### src/rtl/jtag_seq.sv
// ==== jtag_seq : JTAG TAP command sequencer (reset / shift IR / shift DR / idle wait) -- rev 1.0 ====
`default_nettype none

module jtag_seq #(
  parameter int RST_ONES = 5
) (
  input  logic        tck,
  input  logic        reset,
  input  logic        cmd_valid,
  output logic        cmd_ready,
  input  logic [1:0]  cmd_op,
  input  logic [4:0]  cmd_len,
  input  logic [31:0] cmd_data,
  output logic        tms,
  output logic        tdi,
  input  logic        tdo,
  output logic        rsp_valid,
  output logic [31:0] rsp_data,
  output logic        busy
);

  typedef enum logic [2:0] {INIT, IDLE, PRE, SHIFT, POST, WAIT} state_t;

  localparam logic [5:0] RST_ONES_C = 6'(RST_ONES);

  state_t      state;
  logic [5:0]  cnt;
  logic [5:0]  len_n;
  logic [31:0] sh;
  logic        is_ir;
  logic [5:0]  cmd_n;

  assign cmd_n = (cmd_len == 5'd0) ? 6'd32 : {1'b0, cmd_len};
  assign busy  = ~cmd_ready;

  always_ff @(posedge tck or negedge reset) begin
    if (!reset) begin
      state     <= INIT;
      cnt       <= 6'd0;
      len_n     <= 6'd0;
      sh        <= 32'd0;
      is_ir     <= 1'b0;
      tms       <= 1'b1;
      tdi       <= 1'b0;
      cmd_ready <= 1'b0;
      rsp_valid <= 1'b0;
      rsp_data  <= 32'd0;
    end else begin
      rsp_valid <= 1'b0;
      case (state)
        // The reset-held cycle (or the acceptance cycle) already counts as the first tms=1.
        INIT: begin
          if (cnt == RST_ONES_C) begin
            state     <= IDLE;
            cmd_ready <= 1'b1;
            tms       <= 1'b0;
            cnt       <= 6'd0;
          end else begin
            tms <= (cnt + 6'd2 <= RST_ONES_C);
            cnt <= cnt + 6'd1;
          end
        end
        IDLE: begin
          tms <= 1'b0;
          tdi <= 1'b0;
          if (cmd_valid) begin
            cmd_ready <= 1'b0;
            len_n     <= cmd_n;
            sh        <= cmd_data;
            cnt       <= 6'd0;
            case (cmd_op)
              2'b00: begin
                state <= INIT;
                tms   <= 1'b1;
              end
              2'b01, 2'b10: begin
                state    <= PRE;
                tms      <= 1'b1;
                is_ir    <= (cmd_op == 2'b01);
                rsp_data <= 32'd0;
              end
              default: begin
                state <= WAIT;
                tms   <= 1'b0;
              end
            endcase
          end
        end
        PRE: begin
          if (is_ir ? (cnt == 6'd3) : (cnt == 6'd2)) begin
            state <= SHIFT;
            cnt   <= 6'd0;
            tms   <= (len_n == 6'd1);
            tdi   <= sh[0];
          end else begin
            tms <= is_ir && (cnt == 6'd0);
            cnt <= cnt + 6'd1;
          end
        end
        SHIFT: begin
          rsp_data[cnt[4:0]] <= tdo;
          if (cnt + 6'd1 < len_n) begin
            cnt <= cnt + 6'd1;
            tms <= (cnt + 6'd2 == len_n);
            tdi <= sh[1];
            sh  <= sh >> 1;
          end else begin
            state <= POST;
            cnt   <= 6'd0;
            tms   <= 1'b1;
            tdi   <= 1'b0;
          end
        end
        POST: begin
          if (cnt == 6'd0) begin
            tms <= 1'b0;
            cnt <= 6'd1;
          end else begin
            state     <= IDLE;
            cmd_ready <= 1'b1;
            rsp_valid <= 1'b1;
            tms       <= 1'b0;
            cnt       <= 6'd0;
          end
        end
        WAIT: begin
          if (cnt + 6'd1 < len_n) begin
            cnt <= cnt + 6'd1;
          end else begin
            state     <= IDLE;
            cmd_ready <= 1'b1;
            cnt       <= 6'd0;
          end
        end
        default: state <= INIT;
      endcase
    end
  end

endmodule

`default_nettype wire

### config.mk
export PLATFORM = sky130hd
export DESIGN_NAME = jtag_seq
export DESIGN_NICKNAME = d
export VERILOG_FILES = /design/src/rtl/jtag_seq.sv
export SDC_FILE = /design/constraint.sdc
export NUM_CORES = 1
export LEC_CHECK = 0
export ABC_CLOCK_PERIOD_IN_PS = 3380
export CAP_MARGIN = 20
export CORE_MARGIN = 2
export CORE_UTILIZATION = 43
export DETAILED_ROUTE_END_ITERATION = 10
export PLACE_DENSITY = 0.67
export SLEW_MARGIN = 20
export SYNTH_ARGS = -nofsm -noshare
export SYNTH_HDL_FRONTEND = slang
export SYNTH_SLANG_ARGS = --single-unit
### constraint.sdc
create_clock -name tck -period 3.38 [get_ports tck]
set_input_delay 0.507 -clock tck [delete_from_list [all_inputs] [get_ports tck]]
set_output_delay 0.507 -clock tck [all_outputs]
set_load 0.05 [all_outputs]
==> results of run 1 <==
[registers in the layout, summed over array words and instances, names as in the netlist, 3 cells and up]
register	flops
rsp_data	32
sh	32
cnt	6
len_n	6
state	3
[through the flow]
stage / area [sq um] / instances / setup slack, ps / util (%) / power [mW]
after floorplan: 4550 / 546 / 487 / - / 1.04
after global placement: 5440 / 733 / 483 / 52.7 / 1.11
after detailed placement: 5450 / 733 / 364 / 52.7 / 1.11
after CTS: 5660 / 748 / 329 / 54.8 / 1.90
after global routing: 5660 / 748 / 67.9 / 54.8 / 1.96
final: 5660 / 748 / 311 / 54.8 / 1.89
[cell usage after synthesis, types with 2 or more instances]
cell       instances
nand2_1           95
dfrtp_1           83
nor2_1            53
o21ai_1           47
a21oi_1           38
a31oi_1           37
o21ai_0           37
clkbuf_1          27
nand3_1           16
ha_1              14
inv_1             14
buf_2              9
nand2b_1           5
nor3_1             5
xnor2_1            5
a22oi_1            4
buf_4              4
nand4_1            4
xor2_1             4
and2_1             3
and3_1             3
nor2b_1            3
or3_1              3
mux2_2             2
nand4_2            2
o2111ai_1          2
o221ai_1           2
o31ai_1            2
or2_1              2
[routing by layer]
layer	track usage, %	share of wire (%)
met1	28.7	46
met2	32.3	46
met3	4.80	6.3
met4	6.40	1.3
met5	0	0
[how the worst max path moves through the flow]
stage | startpoint | to | slack (ps) | depth (start not counted)
2_1_floorplan | cnt[2]$_DFFE_PN0P_ | cmd_ready$_DFFE_PN0P_ | 490 | 12
3_3_place_gp | cnt[1]$_DFFE_PN0P_ | cmd_ready$_DFFE_PN0P_ | 480 | 11
3_5_place_dp | cnt[1]$_DFFE_PN0P_ | cmd_ready$_DFFE_PN0P_ | 360 | 11
4_1_cts | cnt[1]$_DFFE_PN0P_ | cmd_ready$_DFFE_PN0P_ | 330 | 11
5_1_grt | cnt[1]$_DFFE_PN0P_ | cmd_ready$_DFFE_PN0P_ | 70 | 11
6_report | cnt[1]$_DFFE_PN0P_ | cmd_ready$_DFFE_PN0P_ | 310 | 11
[layout by cell type (no fill, tap or decap), types with 2 or more instances in the layout]
cell	count
mux2_2	2
and2_1	3
xor2_1	4
nand2_1	95
nand3_1	16
clkbuf_8	10
or3_1	3
dfrtp_1	83
nor2b_1	3
and3_1	3
a31oi_1	37
nand4_1	4
a21oi_1	38
or2_2	2
o2111ai_1	2
a22oi_1	4
clkdlybuf4s50_1	78
o221ai_1	2
o21ai_1	47
bufinv_16	2
buf_4	13
nor2_1	51
nor3_1	5
ha_1	14
inv_1	14
nand4_2	2
o21ai_0	37
nand2b_1	5
xnor2_1	5
o31ai_1	2
[report_power, final]
| part | leakage [nW] | total (mW) | internal [mW] | switching [mW] |
|---|---|---|---|---|
| logic | 1.32 | 0.0865 | 0.0492 | 0.0373 |
| registers | 0.962 | 1.00 | 1.00 | 0 |
| clock network | 0.109 | 0.799 | 0.433 | 0.366 |
[final cells by class]
cell class | count | area (sq um)
Multi-Input combinational cell | 407 | 2220
Sequential cell | 84 | 2100
Inverter | 14 | 52.6
Clock buffer | 11 | 141
Fill cell | 968 | 4660
Tap cell | 136 | 170
Timing Repair Buffer | 92 | 898
Clock inverter | 4 | 73.8
[worst max-delay path, cell delays in order (launching register included)]
cell	delay, ps
dfrtp_1	570
ha_1	230
nand4_1	130
and2_1	200
or2_1	230
ha_1	280
and2_1	190
o2111ai_1	160
nand3_1	230
mux2_2	350
a221oi_1	310
nor2_1	70
[kinds of logic after synthesis]
group,count (synthesis)
AO/OA/AOI/OAI,179
XOR/XNOR,9
adder cells (fa/ha/maj),14
buffers and inverters,55
flip-flops,84
multiplexers,2
AND/OR/NAND/NOR,203
==> results.toml, run 1 <==
[place]
numPortBuffers = 79
gp_congestion = 0.928
hpwl_mm = 7.94

[die]
core_sq_um = 10300
die_area_sq_um = 11400
rows = 37
start_util_pct = 44.1
num_io_pins = 80
die_x_um = 107
die_height_um = 107

[logic_synthesis]
ys_ff_latch = 84
synth_nets = 603
syn_inst = 546
synth_compound_area_share_pct = 22.1
ys_seq_area_share_pct = 46.2
synth_top_family_by_area = "compound AO/OA/AOI/OAI gates"
synth.cell_area_sq_um = 4550
synth_edf_count = 0
synthMuxAreaShare_pct = 0.495
synthXorXnorAreaFrac_pct = 1.73
yosysTopAreaCell = "dfrtp_1"
synthAdderAreaFrac_pct = 3.85
synth_flop_cell = "dfrtp_1"
synthArstFlopShare_pct = 100
yosys-top-cells-area = "dfrtp_1 (46%), nand2_1 (7.8%), o21ai_1 (5.2%)"
avgSynthCellArea_sq_um = 8.34
synthSimpleGateAreaFrac_pct = 20.3
ys_warn_count = 0
synthDistinctLibCells = 50
synth_top_area_share_pct = 45.6

[routing]
routedWlPerCell_um = 15.3
ant_nets = 0
vias = 4095
routed_wl_mm = 11.5
drtPass1Iterations = 4
viasPerCell = 5.47
drt_iter0_drc = 255
drc = 0

[clocking]
clk_pin_slew_ps = 90
cts_buffer_depth = 2
numCtsBuffers = 9
hold_buffers = 0
h-tree-depth = 3
clk_latency_ps = 360
cts_tree = "yes"
cts_resized = 0
cts_root_buf = "clkbuf_8"
cts.repair_timing.setup_buffer_count = 0
cts_sinks = 84

[global_route]
grt_pass1_vias = 3801
grt-ovfl-total = 0
grt_pass1_wl_mm = 18.8
grt_max_degree = 63
antenna_found_initial = 0
grtUsageTotal_pct = 20.7

[sta]
whs_ps = 117
rsz0062_at_grt = "false"
report.final.slew_viol_count = 0
period_needed_ps = 3070
tightest_slew_ps = 736
fmax_mhz = 326
relSlewSlack_pct = 50.8
final-hold-violation-count = 0
setup_viol = 0
final.setup.tns_ps = 0
fin_skew_ps = 6.53
period_share_pct = 90.8

[setup_path]
path_max_fanout = 11
r2r_slack_ps = 310
startpoint_type = "flop"
cp_data_arrival_time_ps = 3290
worst_ep_required_time_ps = 3600
worstSetupPathType = "flop to flop"
end_kind = "flop"
r2r-start = "cnt[1]$_DFFE_PN0P_"
rr_worst_depth = 11
r2r_end = "cmd_ready$_DFFE_PN0P_"

[power_and_ir_drop]
worst_ir_drop_vdd_mv = 0.168
p_leak_nw = 2.39
power-per-cell-area_nw_per_um2 = 334

[cells_and_area]
syn_to_final_growth_pct = 24.3
num-nets-final = 665
num_antenna_cells = 0
post_route_cells_drive_above_1_share_pct = 7.03

[job]
drv_cap = 0

[min_path]
holdCritPathClass = "input port to asynchronous set/reset pin"

[outcome]
status = "completed"
Note: power is estimated with default switching activity, not from simulation.
==> inputs of run 2 (changes only) <==
--- a/config.mk
+++ b/config.mk
@@ -7,10 +7,9 @@
 export LEC_CHECK = 0
 export ABC_CLOCK_PERIOD_IN_PS = 3380
 export CAP_MARGIN = 20
-export CORE_MARGIN = 2
-export CORE_UTILIZATION = 43
+export CORE_MARGIN = 3
+export CORE_UTILIZATION = 40
 export DETAILED_ROUTE_END_ITERATION = 10
-export PLACE_DENSITY = 0.67
 export SLEW_MARGIN = 20
 export SYNTH_ARGS = -nofsm -noshare
 export SYNTH_HDL_FRONTEND = slang
==> results.toml, run 2 (same netlist as run 1, synthesis figures left out) <==
[clocking]
clk_pin_slew_ps = 60
hold_buffers = 0
cts_resized = 0
h-tree-depth = 3
cts_tree = "yes"
clk_latency_ps = 340
cts_buffer_depth = 2
cts.repair_timing.setup_buffer_count = 0
numCtsBuffers = 9
cts_sinks = 84
cts_root_buf = "clkbuf_16"

[sta]
report.final.slew_viol_count = 0
fin_skew_ps = 7.57
final.setup.tns_ps = 0
fin_ws_ps = 304
tightest_slew_ps = 777
setup_viol = 0
final-hold-violation-count = 0
rsz0062_at_grt = "false"
period_needed_ps = 3080
fmax_mhz = 325
period_share_pct = 91.0
relSlewSlack_pct = 48.2

[power_and_ir_drop]
p_clk_share_pct = 48.5
p_sw_mw = 0.468
swShare_pct = 22.1
internal_power_mw = 1.65
worst_ir_drop_vdd_mv = 0.220
p_seq_share_pct = 47.4
power-per-cell-area_nw_per_um2 = 369
finalPower_mw = 2.12
p_comb_share_pct = 4.0
p_leak_nw = 2.42

[die]
die_area_sq_um = 12700
rows = 38
start_util_pct = 41.5
num_io_pins = 80
die_height_um = 113
core_sq_um = 11000
die_x_um = 113

[setup_path]
end_kind = "flop"
worst_ep_required_time_ps = 3580
startpoint_type = "flop"
cp_data_arrival_time_ps = 3270
path_max_fanout = 11
worstSetupPathType = "flop to flop"
r2r_slack_ps = 300

[cells_and_area]
top_regs = "rsp_data x32, sh x32"
layout_common_cells = "nand2_1 (95), dfrtp_1 (83), clkdlybuf4s50_1 (78)"
final_common_cell = "nand2_1"
post_route_cells_drive_above_1_share_pct = 7.04
num_antenna_cells = 0
num-nets-final = 663
syn_to_final_growth_pct = 26.1
fin_cells = 751
finalCoreUtilization_pct = 52.3

[place]
numPortBuffers = 79
placed_cells = 735
post-place-ws_ps = 347
gp_congestion = 0.915
hpwl_mm = 8.14

[routing]
drc = 0
vias = 4111
routedWlPerCell_um = 15.9
drt_iter0_drc = 295
routed_wl_mm = 11.9
drtPass1Iterations = 5
viasPerCell = 5.47
ant_nets = 0

[outcome]
status = "completed"

[global_route]
grt_pass1_vias = 4068
grt-ovfl-total = 0
grt_max_degree = 85
grtUsageTotal_pct = 19.3
antenna_found_initial = 1
grt_pass1_wl_mm = 20.1

[min_path]
holdCritPathClass = "input port to asynchronous set/reset pin"

[job]
drv_cap = 0
## run 2: cell count changes in the layout (fill, tap and decap cells not counted), moves of 2 or more
cell	delta
buf_4	-3
clkbuf_16	+9
clkbuf_8	-9
clkinvlp_4	+2
## run 2: final timing paths
path,to,startpoint,depth (start not counted)
worst max-delay path,cmd_ready$_DFFE_PN0P_,cnt[1]$_DFFE_PN0P_,11
worst min register to register,rsp_data[28]$_DFFE_PN0P_,rsp_data[28]$_DFFE_PN0P_,2
min in group tck,rsp_data[28]$_DFFE_PN0P_,rsp_data[28]$_DFFE_PN0P_,2
worst min-delay path,len_n[3]$_DFFE_PN0P_,reset,1
worst max register to register,cmd_ready$_DFFE_PN0P_,cnt[1]$_DFFE_PN0P_,11
max in group asynchronous,state[0]$_DFFE_PN0P_,reset,1
## run 2: per-layer routing
| layer | global-route usage (%) | part of all wire [%] | wire, um | up-vias |
|---|---|---|---|---|
| met1 | 26.6 | 46 | 5440 | 1932 |
| met2 | 30.5 | 46 | 5510 | 130 |
| met4 | 4.81 | 1.2 | 146 | 2 |
| met3 | 5.29 | 7.0 | 830 | 17 |
| li1 | - | - | - | 2030 |
| met5 | 0 | 0.11 | 13 | - |
## run 2: area by class of cell
cell class,instances,area [sq um]
clock inverter,6,71.3
sequential,84,2100
inverter,14,52.6
timing repair buffer,90,887
tap,140,175
multi-input combinational,407,2220
clock buffer,10,239
fill,1081,5240
## run 2: metrics by stage
step | instance area, sq um | hold slack [ps]
floorplan | 4550 | 211
global placement | 5430 | 479
detailed placement | 5430 | 486
CTS | 5740 | 409
global route | 5740 | 278
finish | 5740 | 207
## run 2: worst max-delay path, cell delays in order (launching register included)
cell	delay, ps
dfrtp_1	580
ha_1	250
nand4_1	120
and2_1	190
or2_1	230
ha_1	280
and2_1	190
o2111ai_1	170
nand3_1	220
mux2_2	350
a221oi_1	280
nor2_1	70
## run 2: power groups by stage
stage | logic [mW] | registers [mW] | clock network [mW]
detailed placement | 0.0867 | 1.02 | 0
global route | 0.0965 | 1.00 | 1.09
finish | 0.0854 | 1.00 | 1.03
global placement | 0.0870 | 1.02 | 0
CTS | 0.0871 | 1.00 | 1.04
floorplan | 0.0126 | 1.02 | 0
